==> config.mk <==
export PLATFORM = sky130hd
export DESIGN_NAME = sextium_io_port
export DESIGN_NICKNAME = d
export VERILOG_FILES = /design/src/rtl/sextium_io_pkg.sv /design/src/rtl/sextium_fifo.sv /design/src/rtl/sextium_io_port.sv
export SDC_FILE = /design/constraint.sdc
export NUM_CORES = 1
export LEC_CHECK = 0
export ABC_CLOCK_PERIOD_IN_PS = 5300
export BUFFER_PORTS_ARGS = -buffer_cell sky130_fd_sc_hd__buf_2
export CORE_MARGIN = 5
export CORE_UTILIZATION = 60
export DETAILED_ROUTE_END_ITERATION = 12
export GPL_TIMING_DRIVEN = 1
export PLACE_DENSITY = 0.76
export SLEW_MARGIN = 20
export SYNTH_ARGS = -nofsm -noshare
export SYNTH_HDL_FRONTEND = slang
export SYNTH_SLANG_ARGS = --single-unit
==> constraint.sdc <==
create_clock -name clock -period 5.3 [get_ports clock]
set_input_delay 1.06 -clock clock [delete_from_list [all_inputs] [get_ports clock]]
set_output_delay 1.06 -clock clock [all_outputs]
set_load 0.01 [all_outputs]
==> src/rtl/sextium_io_pkg.sv <==
// Shared types and constants for the Sextium buffered I/O port.
// Latency: n/a (declarations only).
// Backpressure: n/a (declarations only).
package sextium_io_pkg;

  localparam int unsigned WORD_W = 16;
  localparam logic [WORD_W-1:0] FORCED_RDATA = 16'hFFFF;

  // Core-side handshake FSM states.
  typedef enum logic [1:0] {
    ST_IDLE    = 2'd0,
    ST_STALL   = 2'd1,
    ST_ACK     = 2'd2,
    ST_RELEASE = 2'd3
  } io_state_e;

endpackage

==> src/rtl/sextium_fifo.sv <==
// Power-of-two ring buffer with an extra pointer bit to tell full from empty.
// Latency: pushed word visible at dout/count the cycle after the push.
// Backpressure: push blocked when full (even with a same-cycle pop), pop blocked when empty.
module sextium_fifo #(
  parameter int unsigned WIDTH      = 16,
  parameter int unsigned DEPTH_LOG2 = 4
) (
  input  logic                  clock,
  input  logic                  reset,
  input  logic                  push,
  input  logic                  pop,
  input  logic [WIDTH-1:0]      din,
  output logic [WIDTH-1:0]      dout,
  output logic                  full,
  output logic                  empty,
  output logic [DEPTH_LOG2:0]   count
);

  localparam int unsigned DEPTH = 1 << DEPTH_LOG2;
  localparam logic [DEPTH_LOG2:0] FULL_CNT = (DEPTH_LOG2+1)'(DEPTH);

  logic [WIDTH-1:0]    mem_q [DEPTH];
  logic [DEPTH_LOG2:0] wptr_q, wptr_d;
  logic [DEPTH_LOG2:0] rptr_q, rptr_d;
  logic                push_en, pop_en;

  assign count   = wptr_q - rptr_q;
  assign full    = (count == FULL_CNT);
  assign empty   = (count == '0);
  assign push_en = push & ~full;
  assign pop_en  = pop & ~empty;
  assign dout    = mem_q[rptr_q[DEPTH_LOG2-1:0]];

  // Pointer advance; wrap of the extra bit is intentional.
  always_comb begin
    wptr_d = wptr_q;
    rptr_d = rptr_q;
    if (push_en) wptr_d = wptr_q + 1'b1;
    if (pop_en)  rptr_d = rptr_q + 1'b1;
  end

  // Pointer registers; reset empties the buffer without touching storage.
  always_ff @(posedge clock or negedge reset) begin
    if (!reset) begin
      wptr_q <= '0;
      rptr_q <= '0;
    end else begin
      wptr_q <= wptr_d;
      rptr_q <= rptr_d;
    end
  end

  // Storage write; contents are meaningless until pointed at, so no reset.
  always_ff @(posedge clock) begin
    if (push_en) mem_q[wptr_q[DEPTH_LOG2-1:0]] <= din;
  end

endmodule

==> src/rtl/sextium_io_port.sv <==
// Buffered core I/O port: TX/RX FIFOs with a one-cycle ioack handshake (option: SEXTIUM_IO_TIMEOUT_EN).
// Latency: serviceable request sampled in cycle N -> ioack and io_rdata in cycle N+1.
// Backpressure: core stalls (no ack) on RX empty / TX full; device side sees tx_valid and rx_ready.
module sextium_io_port
  import sextium_io_pkg::*;
#(
  parameter int unsigned DEPTH_LOG2 = 4,
  parameter int unsigned TIMEOUT    = 1023
) (
  input  logic                clock,
  input  logic                reset,
  input  logic                io_read,
  input  logic                io_write,
  input  logic [15:0]         io_wdata,
  output logic [15:0]         io_rdata,
  output logic                ioack,
  output logic [15:0]         tx_data,
  output logic                tx_valid,
  input  logic                tx_ready,
  input  logic [15:0]         rx_data,
  input  logic                rx_valid,
  output logic                rx_ready,
  output logic [DEPTH_LOG2:0] tx_count,
  output logic [DEPTH_LOG2:0] rx_count,
  output logic                io_error
);

  io_state_e   state_q, state_d;
  logic [15:0] io_rdata_q, io_rdata_d;
  logic        rx_pop, tx_push;
  logic        rx_full, rx_empty, tx_full, tx_empty;
  logic [15:0] rx_dout;
  logic        read_ok, write_ok, req;
  logic        force_ack;

  // Read wins over a simultaneous write; the write is then simply not serviced.
  assign read_ok  = io_read & ~rx_empty;
  assign write_ok = ~io_read & io_write & ~tx_full;
  assign req      = io_read | io_write;

  assign ioack    = (state_q == ST_ACK);
  assign io_rdata = io_rdata_q;
  assign tx_valid = ~tx_empty;
  assign rx_ready = ~rx_full;

  sextium_fifo #(.WIDTH(WORD_W), .DEPTH_LOG2(DEPTH_LOG2)) u_tx_fifo (
    .clock (clock),
    .reset (reset),
    .push  (tx_push),
    .pop   (tx_ready),
    .din   (io_wdata),
    .dout  (tx_data),
    .full  (tx_full),
    .empty (tx_empty),
    .count (tx_count)
  );

  sextium_fifo #(.WIDTH(WORD_W), .DEPTH_LOG2(DEPTH_LOG2)) u_rx_fifo (
    .clock (clock),
    .reset (reset),
    .push  (rx_valid),
    .pop   (rx_pop),
    .din   (rx_data),
    .dout  (rx_dout),
    .full  (rx_full),
    .empty (rx_empty),
    .count (rx_count)
  );

`ifdef SEXTIUM_IO_TIMEOUT_EN
  localparam int unsigned CNT_W = $clog2(TIMEOUT + 1);
  localparam logic [CNT_W-1:0] CNT_LAST = CNT_W'(TIMEOUT - 1);

  logic [CNT_W-1:0] stall_cnt_q, stall_cnt_d;
  logic             io_error_q, io_error_d;

  // Counter runs only while stalled, so it restarts from zero on each STALL entry.
  always_comb begin
    stall_cnt_d = (state_q == ST_STALL) ? stall_cnt_q + 1'b1 : '0;
    force_ack   = (state_q == ST_STALL) && (stall_cnt_q == CNT_LAST) && req;
    io_error_d  = io_error_q | (force_ack & ~read_ok & ~write_ok);
  end

  // Stall counter and sticky error flag.
  always_ff @(posedge clock or negedge reset) begin
    if (!reset) begin
      stall_cnt_q <= '0;
      io_error_q  <= 1'b0;
    end else begin
      stall_cnt_q <= stall_cnt_d;
      io_error_q  <= io_error_d;
    end
  end

  assign io_error = io_error_q;
`else
  localparam int unsigned unused_timeout = TIMEOUT;
  assign force_ack = 1'b0;
  assign io_error  = 1'b0;
`endif

  // Handshake FSM; FIFO push/pop and read-data capture happen on the edge into ACK.
  always_comb begin
    state_d    = state_q;
    io_rdata_d = io_rdata_q;
    rx_pop     = 1'b0;
    tx_push    = 1'b0;
    case (state_q)
      ST_IDLE, ST_STALL: begin
        if (read_ok) begin
          state_d    = ST_ACK;
          rx_pop     = 1'b1;
          io_rdata_d = rx_dout;
        end else if (write_ok) begin
          state_d = ST_ACK;
          tx_push = 1'b1;
        end else if (force_ack) begin
          // Forced completion: reads see the poison word, writes are dropped.
          state_d = ST_ACK;
          if (io_read) io_rdata_d = FORCED_RDATA;
        end else if (req) begin
          state_d = ST_STALL;
        end else begin
          state_d = ST_IDLE;
        end
      end
      ST_ACK:     state_d = ST_RELEASE;
      ST_RELEASE: if (!req) state_d = ST_IDLE;
      default:    state_d = ST_IDLE;
    endcase
  end

  // FSM state and read-data register.
  always_ff @(posedge clock or negedge reset) begin
    if (!reset) begin
      state_q    <= ST_IDLE;
      io_rdata_q <= '0;
    end else begin
      state_q    <= state_d;
      io_rdata_q <= io_rdata_d;
    end
  end

endmodule

* Yosys cells after proc, flatten, opt, wreduce, memory -nomap -nowiden *
Memory sizes are Yosys's and may differ from the RTL's. A register that Yosys moved wholly into a read port is not among the register bits.
Index checks and enable logic that the tools add are counted.

word-level totals
  flip-flop bits (word level) = 22
  memory bits (writable) = 512
  input bits = 38
  output and inout port bits = 46
  logic and storage cells = 52
  memories kept = 2

memories
  memory           depth  width  read ports  clocked after memory_dff  write ports  line                RTL
  u_rx_fifo.mem_q  16     16     1           1                         1            sextium_fifo.sv:22  logic [WIDTH-1:0] mem_q [DEPTH];
  u_tx_fifo.mem_q  16     16     1           0                         1            sextium_fifo.sv:22

operators by class
  $add $sub $neg = 6
  equal/unequal tests = 6
  muxes and demuxes = 14
  bitwise gates (word level) = 13
  reductions and logical operators = 6

operators with widths
  cell                                                  number
  adder 5 x 1 -> 5 bit (second input constant)          4
  equality test 5 bit (second input constant)           2
  zero test 5 bit                                       2
  2-to-1 mux 1 bit                                      10
  subtractor 5 bit                                      2
  bitwise AND 1 bit                                     7
  2-to-1 mux 2 bit                                      3
  one-hot mux 2 bit (3 select lines)                    1
  inverter 1 bit                                        5
  equality test 2 bit (second input constant)           2
  equality test 2 x 1 -> 1 bit (second input constant)  1
  zero test 2 bit                                       1
  inequality test 2 bit (second input constant)         1
  AND reduction 2 bit                                   1
  OR reduction 2 bit                                    1
  zero test 1 bit                                       1
  OR 1 bit                                              1

* Logic depth before layout (Yosys ltp) *
  depth after elaboration = 10
  mapped depth = 12
  gate-level depth less buffers = 10

* Cells and area by module *
A second synthesis with hierarchy kept.

unflattened totals
  cell total of the unflattened synthesis = 1,102
  area, all modules = 21,813.4 µm²

by module, submodules not included
  module           times used  cells an instance  area an instance (µm²)
  sextium_fifo     2           526                10,516.3
  sextium_io_port  1           50                 780.7

* Worst setup path after synthesis *
No wires, ideal clock.

  path type = reg-to-reg
  start = register u_rx_fifo.rptr_q[1]
  end = memory u_rx_fifo.mem_q[3][0] (enable)
  library setup time = 0.409 ns
  arrival = 3.540 ns
  data required time = 4.891 ns
  setup slack = 1.351 ns
  stages on the path, launching flop included = 12
  buffers on the path = 3
  cell sequence = dfrtp_1 > clkbuf_1 > buf_2 > inv_1 > ha_1 > nand2_1 > o21ai_1 > mux2_2 > a21boi_2 > clkbuf_1 > nand2_1 > nor3_1

on the way
  cells in the longest elaborated chain, start to end = 6

RTL lines
  what                                    line                RTL
  start, declared                         sextium_fifo.sv:24  logic [DEPTH_LOG2:0] rptr_q, rptr_d;
  start signal, assigned                  sextium_fifo.sv:49  rptr_q <= rptr_d;
  subtractor 5 bit                        sextium_fifo.sv:27  assign count = wptr_q - rptr_q;
  equality test 5 bit                     sextium_fifo.sv:28  assign full = (count == FULL_CNT);
  inverter 1 bit                          sextium_fifo.sv:30  assign push_en = push & ~full;
  bitwise AND 1 bit                       sextium_fifo.sv:30
  2-to-1 mux 1 bit                        sextium_fifo.sv:55  if (push_en) mem_q[wptr_q[DEPTH_LOG2-1:0]] <= din;
  2-to-1 mux 1 bit (implied by the code)  sextium_fifo.sv:55
  end, declared                           sextium_fifo.sv:22

Every way passes these cells.

* Worst setup path after layout *
  start = register u_tx_fifo.rptr_q[2]
  end = output port tx_valid

on the way
  cells in the longest elaborated chain, start to end = 3

RTL lines
  what                    line                   RTL
  start, declared         sextium_fifo.sv:24
  start signal, assigned  sextium_fifo.sv:49
  subtractor 5 bit        sextium_fifo.sv:27
  zero test 5 bit         sextium_fifo.sv:29     assign empty = (count == '0);
  inverter 1 bit          sextium_io_port.sv:43  assign tx_valid = ~tx_empty;
  end, declared           sextium_io_port.sv:18  output logic tx_valid,

Every way passes these cells.

==> impl_metrics.py <==
metrics = {
    "outcome": {
        "status": "complete, no violations",
    },
    "sta": {
        "grt_setup_unrepaired": "no",
        "slew_headroom_pct": 34.17,
        "tns_ns": 0,
        "fin_crit_sh_pct": 77.99,
        "final-setup-viol-count": 0,
        "worst_slew_pin_slew_ns": 0.9841,
        "final-hold-violation-count": 0,
        "fin_ws_ns": 1.167,
        "hold_ws_ns": 0.4770,
        "max_freq_ghz": 0.2419,
        "slew_violations": 0,
        "clock_skew_ns": 0.03028,
        "period_needed_ns": 4.133,
    },
    "clocking": {
        "cts.hold.buffers_added": 0,
        "cts_sinks": 550,
        "tritoncts": "done",
        "cts_root_buffer": "clkbuf_16",
        "cts_buffer_depth": 3,
        "post-cts-setup-buffers": 0,
        "htreeDepth": 2,
        "clock_latency_ns": 0.60,
        "cts_made_buffers": 53,
        "clkTransAtPathRegs_ns": 0.06,
        "ctsResizeCount": 0,
    },
    "critical_path": {
        "cp_max_fo": 17,
        "critPathCaptureType": "output pin",
        "criticalPathCategory": "flip-flop to output pin",
        "required_ns": 4.24,
        "cp-start-kind": "flip-flop",
        "rr_worst_depth": 8,
        "worst_ep_arrival_time_ns": 3.07,
    },
    "placement": {
        "hpwlAfterDp_mm": 25.58,
        "port_buffers": 82,
        "place_area_um2": 22500,
        "post-place-ws_ns": 1.548,
        "gp_congestion": 0.7508,
    },
    "yosys": {
        "syn_avg_cell_area_um2": 20.42,
        "yosys.cell_types.count": 45,
        "ys_seq_area_share_pct": 76.02,
        "syn_inst": 1052,
        "ys_seq_elements": 550,
        "ys_warn_count": 0,
        "synthFlopType": "edfxtp_1",
        "syn_nets": 1110,
        "synth_edf_count": 512,
        "syn_area_um2": 21480,
        "async_reset_ff_share_pct": 6.909,
    },
    "route": {
        "drtIter0Drc": 910,
        "num_vias": 10550,
        "ant_nets": 0,
        "finalWirelength_mm": 44.26,
        "viasPerCell": 6.294,
        "wl_per_cell_um": 26.41,
        "dr.pass1.iters": 8,
        "drc": 0,
    },
    "global_route": {
        "overflow": 0,
        "grt_pass1_vias": 11120,
        "grtUsageTotal_pct": 22.81,
        "grt_max_degree": 52,
        "grt_pass1_wl_mm": 67.10,
        "antenna_found_initial": 0,
    },
    "pwr": {
        "peakVddDrop_uv": 388.3,
        "power.total_mw": 13.25,
        "leakage_nw": 8.328,
        "cellPowerDensity_nw_per_um2": 544.5,
    },
    "finish": {
        "nets": 1230,
        "final_area_um2": 24330,
        "area_delta_synth_final_pct": 13.29,
        "layout-drive-gt1-share_pct": 28.07,
        "diodes": 0,
    },
    "die": {
        "die_w_um": 199.2,
        "coreArea_um2": 35480,
        "ios": 84,
        "dieArea_um2": 39680,
        "floorplan.initialDensity_pct": 60.53,
        "die-height_um": 199.2,
        "rows": 69,
    },
    "run": {
        "drv_cap": 0,
    },
    "min_path": {
        "hold_path.class": "flip-flop to flip-flop",
        "min_path_cells": 2,
    },
}
[worst max-delay path, stage by stage, from the launching register on]
cell	delay, ns
dfrtp_2	0.35
clkinv_1	0.58
ha_1	0.65
xor2_1	0.23
and4b_1	0.24
o22ai_1	0.25
buf_2	0.20
[through the flow]
stage | instances | utilization (%)
2_1_floorplan | 1052 | -
3_3_place_gp | 1578 | 63.40
3_5_place_dp | 1578 | 63.40
4_1_cts | 1676 | 68.57
5_1_grt | 1676 | 68.57
6_report | 1676 | 68.57
[power by group]
group | switching, mW | internal [mW]
logic | 2.21 | 1.75
registers | 0.240 | 5.13
clock network | 1.58 | 2.33
total | 4.03 | 9.21
[metal layers]
layer	part of all wire (%)	track usage (%)	wire, µm
met1	38	30.06	17000
met2	52	39.66	23220
met3	6.6	3.996	2904
met4	2.6	6.738	1135
met5	0	0	0
[cells in the mapped netlist, types with 14 or more instances]
master	count	area share [%]
a221oi_1	16	0.65
a22o_1	16	0.65
a31oi_1	16	0.47
and3_1	48	1.4
buf_2	15	0.35
clkbuf_1	28	0.49
dfrtp_1	38	4.4
edfxtp_1	512	72
ha_1	18	1.0
inv_1	15	0.26
mux4_2	128	13
nand2_1	92	1.6
nor2_1	14	0.24
o21ai_0	16	0.37
[kinds of logic (layout without fill, tap and decap cells)]
logic type,count (synthesis),count (layout),share of synthesized area (%)
fa+ha+maj,20,20,1.235
simple gates,182,182,4.066
mux,131,131,13.60
other cells,1,1,0.01746
xor+xnor,23,23,1.008
compound gates,78,78,2.680
flops,550,550,76.02
buf+inv,67,230,1.381
[final timing paths]
path | start | endpoint | slack [ns]
min reg2reg | io_rdata[4] | io_rdata[4] | 0.48
min | io_rdata[4] | io_rdata[4] | 0.48
max | u_tx_fifo.rptr_q[2] | tx_valid | 1.17
max reg2reg | u_rx_fifo.wptr_q[0] | u_rx_fifo.mem_q[15][4] | 1.53
max in group asynchronous | reset | u_tx_fifo.rptr_q[0] | 3.93
min in group asynchronous | reset | u_rx_fifo.rptr_q[0] | 0.62
[area by class of cell]
class / count / area, µm²
clock inverter: 29 / 377.9
multi-input combinational: 435 / 4860
inverter: 17 / 63.81
sequential: 550 / 16340
timing repair buffer: 115 / 658.1
clock buffer: 69 / 1458
tap: 461 / 576.8
fill: 2185 / 11150
[placed cells by master (no fill, tap or decap), types with 18 or more instances in the layout]
| cell | n |
|---|---|
| clkbuf_16 | 54 |
| buf_2 | 82 |
| edfxtp_1 | 512 |
| dfrtp_1 | 33 |
| nand2_1 | 92 |
| ha_1 | 18 |
| and3_1 | 48 |
| mux4_2 | 128 |
| buf_4 | 33 |
[sequential cells by signal, indices dropped and copies added, names as in the netlist]
signal / cells
u_rx_fifo.mem_q: 256
u_tx_fifo.mem_q: 256
io_rdata: 16
u_rx_fifo.rptr_q: 5
u_rx_fifo.wptr_q: 5
u_tx_fifo.rptr_q: 5
u_tx_fifo.wptr_q: 5
state_q: 2
No activity file was read; power rests on OpenSTA's default activity.
